--- config.mk ---
export PLATFORM = sky130hd
export DESIGN_NAME = hazard_ctrl_flat
export DESIGN_NICKNAME = d
export VERILOG_FILES = /design/src/rtl/hazard_ctrl_if.sv /design/src/rtl/hazard_ctrl.sv /design/src/flat_wrapper.sv
export SDC_FILE = /design/constraint.sdc
export NUM_CORES = 1
export LEC_CHECK = 0
export ABC_AREA = 0
export CAP_MARGIN = 0
export CORE_ASPECT_RATIO = 0.9
export CORE_MARGIN = 2
export CORE_UTILIZATION = 30
export DETAILED_ROUTE_END_ITERATION = 8
export HOLD_SLACK_MARGIN = 0.1
export PLACE_DENSITY = 0.74
export SETUP_SLACK_MARGIN = 0.1
export SYNTH_ARGS = -nofsm -noshare
export SYNTH_HDL_FRONTEND = slang
export SYNTH_SLANG_ARGS = --single-unit
--- constraint.sdc ---
create_clock -name clk -period 1.6 [get_ports clk]
set_input_delay 0.32 -clock clk [delete_from_list [all_inputs] [get_ports clk]]
set_output_delay 0.32 -clock clk [all_outputs]
set_load 0.01 [all_outputs]
--- src/rtl/hazard_ctrl_if.sv ---
// -----------------------------------------------------------------------------
// hazard_ctrl_if
//
// Bundle between the five-stage MIPS datapath and its sequencing controller.
//
// Signals:
//   Datapath -> controller (hazard sources)
//     id_rs, id_rt       register fields of the instruction in ID
//     id_uses_rt         ID instruction actually reads rt
//     ex_mem_read        instruction in EX is a load
//     ex_write_address   destination register of the instruction in EX
//     mem_branch         instruction in MEM is a branch
//     mem_zflag          zero flag out of the EX/MEM buffer
//   Controller -> datapath (sequencing controls)
//     pc_en, pc_src      PC load enable / branch-target select
//     if_id_en           IF/ID load enable
//     *_flush            load a bubble into the named pipeline buffer
//     init_done          startup flush finished
//     stall_count        load-use stalls seen (zero unless statistics built)
//     flush_count        taken-branch flushes seen (zero unless statistics built)
//
// Modports:
//   master  datapath side
//   slave   controller side
// -----------------------------------------------------------------------------
interface hazard_ctrl_if;
   logic [4:0]  id_rs;
   logic [4:0]  id_rt;
   logic        id_uses_rt;
   logic        ex_mem_read;
   logic [4:0]  ex_write_address;
   logic        mem_branch;
   logic        mem_zflag;

   logic        pc_en;
   logic        pc_src;
   logic        if_id_en;
   logic        if_id_flush;
   logic        id_ex_flush;
   logic        ex_mem_flush;
   logic        mem_wb_flush;
   logic        init_done;
   logic [15:0] stall_count;
   logic [15:0] flush_count;

   modport master (
      output id_rs, id_rt, id_uses_rt, ex_mem_read, ex_write_address, mem_branch, mem_zflag,
      input  pc_en, pc_src, if_id_en, if_id_flush, id_ex_flush, ex_mem_flush, mem_wb_flush,
      input  init_done, stall_count, flush_count
   );

   modport slave (
      input  id_rs, id_rt, id_uses_rt, ex_mem_read, ex_write_address, mem_branch, mem_zflag,
      output pc_en, pc_src, if_id_en, if_id_flush, id_ex_flush, ex_mem_flush, mem_wb_flush,
      output init_done, stall_count, flush_count
   );
endinterface

--- src/rtl/hazard_ctrl.sv ---
// -----------------------------------------------------------------------------
// hazard_ctrl
//
// Pipeline sequencing controller for the five-stage MIPS datapath. After reset
// it holds all four (unreset) pipeline buffers in bubble state for INIT_CYCLES
// cycles, then runs the pipeline, inserting a one-cycle stall on a load-use
// dependency and squashing the three wrong-path instructions when a branch
// resolves taken in MEM.
//
// Parameters:
//   INIT_CYCLES  cycles spent flushing after reset, 1..15
//
// Ports:
//   clk   system clock, rising edge
//   rst   asynchronous, active-high reset
//   bus   hazard_ctrl_if.slave: hazard inputs in, PC/buffer controls out
//
// Build option:
//   HAZARD_STATS_EN  when defined, builds saturating 16-bit stall and flush
//                    counters; otherwise stall_count/flush_count tie to zero.
//
// Control outputs are combinational from state and inputs so the PC and the
// buffers act on them at the very next edge. Because the state register resets
// asynchronously, the bubble controls assert as soon as rst rises.
// -----------------------------------------------------------------------------
module hazard_ctrl #(
   parameter int unsigned INIT_CYCLES = 4
) (
   input  logic          clk,
   input  logic          rst,
   hazard_ctrl_if.slave  bus
);

   typedef enum logic [1:0] {
      StInit  = 2'd0,
      StRun   = 2'd1,
      StFlush = 2'd2
   } state_e;

   localparam logic [3:0] InitLast = 4'(INIT_CYCLES - 1);

   state_e     state_q;
   logic [3:0] init_cnt_q;

   logic taken;
   logic load_use;
   logic rs_match;
   logic rt_match;

   // Hazard terms. Register 0 is hardwired, so a load targeting it is harmless.
   assign taken    = bus.mem_branch & bus.mem_zflag;
   assign rs_match = (bus.ex_write_address == bus.id_rs);
   assign rt_match = bus.id_uses_rt & (bus.ex_write_address == bus.id_rt);
   assign load_use = bus.ex_mem_read & (bus.ex_write_address != 5'd0) & (rs_match | rt_match);

   // ---------------------------------------------------------------------------
   // Sequencing state
   // ---------------------------------------------------------------------------
   always_ff @(posedge clk or posedge rst) begin
      if (rst) begin
         state_q    <= StInit;
         init_cnt_q <= 4'd0;
      end else begin
         unique case (state_q)
            StInit: begin
               if (init_cnt_q == InitLast) begin
                  state_q    <= StRun;
                  init_cnt_q <= 4'd0;
               end else begin
                  init_cnt_q <= init_cnt_q + 4'd1;
               end
            end
            StRun: begin
               if (taken) begin
                  state_q <= StFlush;
               end
            end
            StFlush: begin
               // The squashed ID slot cannot hold a dependent instruction and
               // MEM cannot hold a branch yet, so one plain cycle is enough.
               state_q <= StRun;
            end
            default: begin
               state_q    <= StInit;
               init_cnt_q <= 4'd0;
            end
         endcase
      end
   end

   // ---------------------------------------------------------------------------
   // Control outputs
   // ---------------------------------------------------------------------------
   always_comb begin
      // Bubble everything by default; this is also the INIT behaviour.
      bus.pc_en        = 1'b0;
      bus.pc_src       = 1'b0;
      bus.if_id_en     = 1'b1;
      bus.if_id_flush  = 1'b1;
      bus.id_ex_flush  = 1'b1;
      bus.ex_mem_flush = 1'b1;
      bus.mem_wb_flush = 1'b1;
      bus.init_done    = 1'b0;

      unique case (state_q)
         StRun: begin
            bus.init_done    = 1'b1;
            bus.pc_en        = 1'b1;
            bus.if_id_flush  = 1'b0;
            bus.id_ex_flush  = 1'b0;
            bus.ex_mem_flush = 1'b0;
            bus.mem_wb_flush = 1'b0;
            if (taken) begin
               // Squash IF, ID and EX; the branch itself retires through MEM/WB.
               bus.pc_src       = 1'b1;
               bus.if_id_flush  = 1'b1;
               bus.id_ex_flush  = 1'b1;
               bus.ex_mem_flush = 1'b1;
            end else if (load_use) begin
               // Freeze PC and IF/ID, send a bubble down ID/EX for one cycle.
               bus.pc_en       = 1'b0;
               bus.if_id_en    = 1'b0;
               bus.id_ex_flush = 1'b1;
            end
         end
         StFlush: begin
            bus.init_done    = 1'b1;
            bus.pc_en        = 1'b1;
            bus.if_id_flush  = 1'b0;
            bus.id_ex_flush  = 1'b0;
            bus.ex_mem_flush = 1'b0;
            bus.mem_wb_flush = 1'b0;
         end
         default: begin
            // StInit and any unused encoding keep the bubble defaults.
         end
      endcase
   end

   // ---------------------------------------------------------------------------
   // Optional hazard statistics
   // ---------------------------------------------------------------------------
`ifdef HAZARD_STATS_EN
   logic [15:0] stall_cnt_q;
   logic [15:0] flush_cnt_q;
   logic        run_cycle;

   assign run_cycle = (state_q == StRun);

   always_ff @(posedge clk or posedge rst) begin
      if (rst) begin
         stall_cnt_q <= 16'd0;
         flush_cnt_q <= 16'd0;
      end else begin
         if (run_cycle && load_use && !taken && (stall_cnt_q != 16'hFFFF)) begin
            stall_cnt_q <= stall_cnt_q + 16'd1;
         end
         if (run_cycle && taken && (flush_cnt_q != 16'hFFFF)) begin
            flush_cnt_q <= flush_cnt_q + 16'd1;
         end
      end
   end

   assign bus.stall_count = stall_cnt_q;
   assign bus.flush_count = flush_cnt_q;
`else
   assign bus.stall_count = 16'd0;
   assign bus.flush_count = 16'd0;
`endif

endmodule

--- src/flat_wrapper.sv ---
// flat-port wrapper written by rule: the top's interface ports become plain ports
module hazard_ctrl_flat 
#(
   parameter int unsigned INIT_CYCLES = 4
)
  (clk, rst, bus_id_rs, bus_id_rt, bus_id_uses_rt, bus_ex_mem_read, bus_ex_write_address, bus_mem_branch, bus_mem_zflag, bus_pc_en, bus_pc_src, bus_if_id_en, bus_if_id_flush, bus_id_ex_flush, bus_ex_mem_flush, bus_mem_wb_flush, bus_init_done, bus_stall_count, bus_flush_count);
  hazard_ctrl_if bus_i ();
  input  logic clk;
  input  logic rst;
  input wire logic [$bits(bus_i.id_rs)-1:0] bus_id_rs;
  input wire logic [$bits(bus_i.id_rt)-1:0] bus_id_rt;
  input wire logic [$bits(bus_i.id_uses_rt)-1:0] bus_id_uses_rt;
  input wire logic [$bits(bus_i.ex_mem_read)-1:0] bus_ex_mem_read;
  input wire logic [$bits(bus_i.ex_write_address)-1:0] bus_ex_write_address;
  input wire logic [$bits(bus_i.mem_branch)-1:0] bus_mem_branch;
  input wire logic [$bits(bus_i.mem_zflag)-1:0] bus_mem_zflag;
  output wire logic [$bits(bus_i.pc_en)-1:0] bus_pc_en;
  output wire logic [$bits(bus_i.pc_src)-1:0] bus_pc_src;
  output wire logic [$bits(bus_i.if_id_en)-1:0] bus_if_id_en;
  output wire logic [$bits(bus_i.if_id_flush)-1:0] bus_if_id_flush;
  output wire logic [$bits(bus_i.id_ex_flush)-1:0] bus_id_ex_flush;
  output wire logic [$bits(bus_i.ex_mem_flush)-1:0] bus_ex_mem_flush;
  output wire logic [$bits(bus_i.mem_wb_flush)-1:0] bus_mem_wb_flush;
  output wire logic [$bits(bus_i.init_done)-1:0] bus_init_done;
  output wire logic [$bits(bus_i.stall_count)-1:0] bus_stall_count;
  output wire logic [$bits(bus_i.flush_count)-1:0] bus_flush_count;
  assign bus_i.id_rs = bus_id_rs;
  assign bus_i.id_rt = bus_id_rt;
  assign bus_i.id_uses_rt = bus_id_uses_rt;
  assign bus_i.ex_mem_read = bus_ex_mem_read;
  assign bus_i.ex_write_address = bus_ex_write_address;
  assign bus_i.mem_branch = bus_mem_branch;
  assign bus_i.mem_zflag = bus_mem_zflag;
  assign bus_pc_en = bus_i.pc_en;
  assign bus_pc_src = bus_i.pc_src;
  assign bus_if_id_en = bus_i.if_id_en;
  assign bus_if_id_flush = bus_i.if_id_flush;
  assign bus_id_ex_flush = bus_i.id_ex_flush;
  assign bus_ex_mem_flush = bus_i.ex_mem_flush;
  assign bus_mem_wb_flush = bus_i.mem_wb_flush;
  assign bus_init_done = bus_i.init_done;
  assign bus_stall_count = bus_i.stall_count;
  assign bus_flush_count = bus_i.flush_count;
  hazard_ctrl #(.INIT_CYCLES(INIT_CYCLES)) u_core (.clk(clk), .rst(rst), .bus(bus_i));
endmodule
==> qor.txt <==
highest clock rate: 514 MHz
first-pass GRT wire length: 3170 um
Slowest-stage cell, CP: a211o_1
number of detailed-route iterations in the first pass: 2
post-synth top area cell: buf_4
drt initial violations: 4
Core ar.: 2470 um2
CP dominant cell by count: buf_6
Vias: 730
GRT overflow: 0
largest net degree at the start of global routing: 7
multiplexer area fraction after synthesis: 1.28%
synth unique cells: 28
overall power consumption: 0.00205 W
Cells after Synth: 96
status: complete, but fails checks
cts bufs inserted: 3
Worst setup SP type: input pin
H-tree depth: 1
PD cells: 1560 nW/um2
# nets final: 174
register area share after synthesis: 19.1%
xor and xnor fraction of the mapped netlist area: 11.2%
simple-gate share of the synthesized area: 14.5%
Max Slew Vio Count: 0
flop and latch count out of synthesis: 6
vias in the first global route: 713
crit-path cells: buf_6 > buf_6 > xor2_2 > nor2_1 > a32oi_2 > buf_4 > nor2_4 > a211o_1 > buf_6
post-DR wirelength/cell: 12.5 um
initial core utilization: 31.8%
delay-heaviest family, CP: buffers and inverters
largest cells by area after synthesis: buf_4 (32%), dfrtp_1 (19%), xor2_1 (10%)
slowest stage delay, CP: 270 ps
Setup TNS Final: -1270 ps
LEAKAGE: 0.651 nW
filler cell count: 214
crit path DAT: 1630 ps
Sw Ratio: 40.4%
fin util: 53.2%
Routed Antenna Nets: 0
Final setup viols: 7
Worst Path Max Fanout: 2
failing checks: negative setup slack
Longest Clk Path Bufs: 2
required time of the critical path: 1280 ps
Antenna Cells: 0
Combinational Power Share: 82.0%
Die W: 57.9 um
share of cells above drive strength 1: 44.5%
antenna violations before repair: 0
Synth Area in Compound Gates: 12.0%
min cycle time layout: 1950 ps
Final Hold Violating Endpoints: 0
Total GRT Usage: 14.2%
Final Worst Setup Slack: -347 ps
Reg clk slew, reported paths: 40 ps
most common cell after layout, fill and taps aside: conb_1
Worst Hold Class: input pin to asynchronous set/reset pin
Clock Latency Late Sink: 240 ps
mean post-synth cell area: 8.17 um2
reported net switching power: 0.000827 W
Yosys top cell area share: 31.6%
HPWL after DPL: 1560 um
clock power share: 6.4%
PortBufs: 28
peak supply drop: 1350 uV
Ys Warns: 0
via/cell ratio: 4.20
Cell Area, Synth: 785 um2
Post-Route WL: 2180 um
DRC viols: 0
Max Cap Violations: 0
CP Class: input pin to output port
IO Count: 61
Die H: 52.5 um
crit share post-route: 122%
Critical Path End Type: output port
RSZ-0062 raised after global routing: yes
CP Buf/Inv Count: 4
clk sink count: 6
die area: 3040 um2
commonest non-fill, non-tap cells in the layout: conb_1 (32), buf_6 (17), buf_4 (14)
CTS root buf: clkbuf_4
Area Growth Syn to Fin: 67.3%
Adder-Cell Fraction of Synth Area: 7.97%
Final Skew: 1.52 ps
CTS tree: yes
Rows: 17
GPL Wtd Cong: 0.871
largest family of logic cells by synthesized area: buffers and inverters
Flop pwr share: 11.5%
Pint: 0.00122 W
-- power by group through the flow --
stage	logic [W]	registers, W	clock network [W]
floorplan	0.000681	0.000230	0
global placement	0.00118	0.000230	0
detailed placement	0.00121	0.000232	0
CTS	0.00156	0.000236	0.000142
global route	0.00181	0.000242	0.000156
finish	0.00168	0.000236	0.000132
-- state kept, by name, indices dropped and copies added (netlist names) --
| name | count |
|---|---|
| u_core.init_cnt_q | 4 |
| u_core.state_q | 2 |
-- per-stage QoR --
step                      hold WS, ps  cells  setup slack [ps]  area (um2)
after floorplan                   111    127             -45.4         921
after global placement            502    162             -1040        1080
after detailed placement          497    162             -1100        1080
after CTS                         287    173              -370        1230
after global routing              304    174              -430        1310
final                             287    174              -347        1310
-- layout make-up --
cell class                 count  area, um2  share of cell area, %
multi-input combinational     84        632                   48.1
sequential                     6        150                   11.4
inverter                       4       17.5                   1.33
tap                           28       35.0                   2.67
timing repair buffer          49        455                   34.7
clock buffer                   3       22.5                   1.72
-- layer usage --
layer | vias up | global-route usage (%) | wire (um)
met3 | 6 | 1.73 | 93
met5 | - | 0 | 0
met2 | 32 | 27.1 | 1280
met4 | 0 | 8.53 | 71
met1 | 339 | 14.9 | 738
li1 | 353 | - | -
-- cells in the mapped netlist --
| master | count |
|---|---|
| ha_1 | 5 |
| xnor2_1 | 1 |
| xor2_1 | 9 |
| and3_1 | 1 |
| a21o_1 | 1 |
| or4_1 | 1 |
| a21oi_1 | 1 |
| a32oi_1 | 1 |
| conb_1 | 1 |
| inv_1 | 4 |
| nor2_1 | 3 |
| o21bai_1 | 1 |
| o21ai_1 | 4 |
| o21ai_0 | 1 |
| a211o_1 | 1 |
| o31ai_1 | 1 |
| nand2b_1 | 2 |
| nor3_1 | 2 |
| o21a_1 | 2 |
| buf_4 | 33 |
| nand3_1 | 2 |
| nor4_2 | 1 |
| a2111oi_0 | 1 |
| nand2_1 | 8 |
| dfrtp_1 | 6 |
| mux2i_1 | 1 |
| nor3b_1 | 1 |
| nor2b_1 | 1 |
-- logic make-up (layout without fill, tap and decap cells) --
family / after synthesis / after routing
compound gates: 14 / 14
xor+xnor: 10 / 10
fa+ha+maj: 5 / 5
buf+inv: 37 / 56
flops: 6 / 6
mux: 1 / 1
other cells: 1 / 32
simple gates: 22 / 22
-- final timing paths --
path | endpoint | from | slack (ps) | depth (start not counted)
max in group asynchronous | u_core.init_cnt_q[2] | rst | 1130 | 2
setup reg to reg | u_core.init_cnt_q[3] | u_core.state_q[1] | 100 | 8
setup / recovery | bus_id_ex_flush | bus_ex_write_address[1] | -350 | 9
hold / removal | u_core.state_q[1] | rst | 290 | 2
hold reg to reg | u_core.init_cnt_q[0] | u_core.init_cnt_q[0] | 510 | 1
min in group clk | u_core.init_cnt_q[0] | u_core.init_cnt_q[0] | 510 | 1
-- repair_timing --
| item | 4_1_cts | 5_1_grt |
|---|---|---|
| cloned | 0 | 0 |
| hold buffers | 0 | 0 |
| pin swaps | 19 | 15 |
| gates resized for setup | 104 | 24 |
| hold endpoints to repair | 0 | 0 |
| setup endpoints to repair | 8 | 10 |
| buffers inserted | 8 | 1 |
No activity file was read; power rests on OpenSTA's default activity.
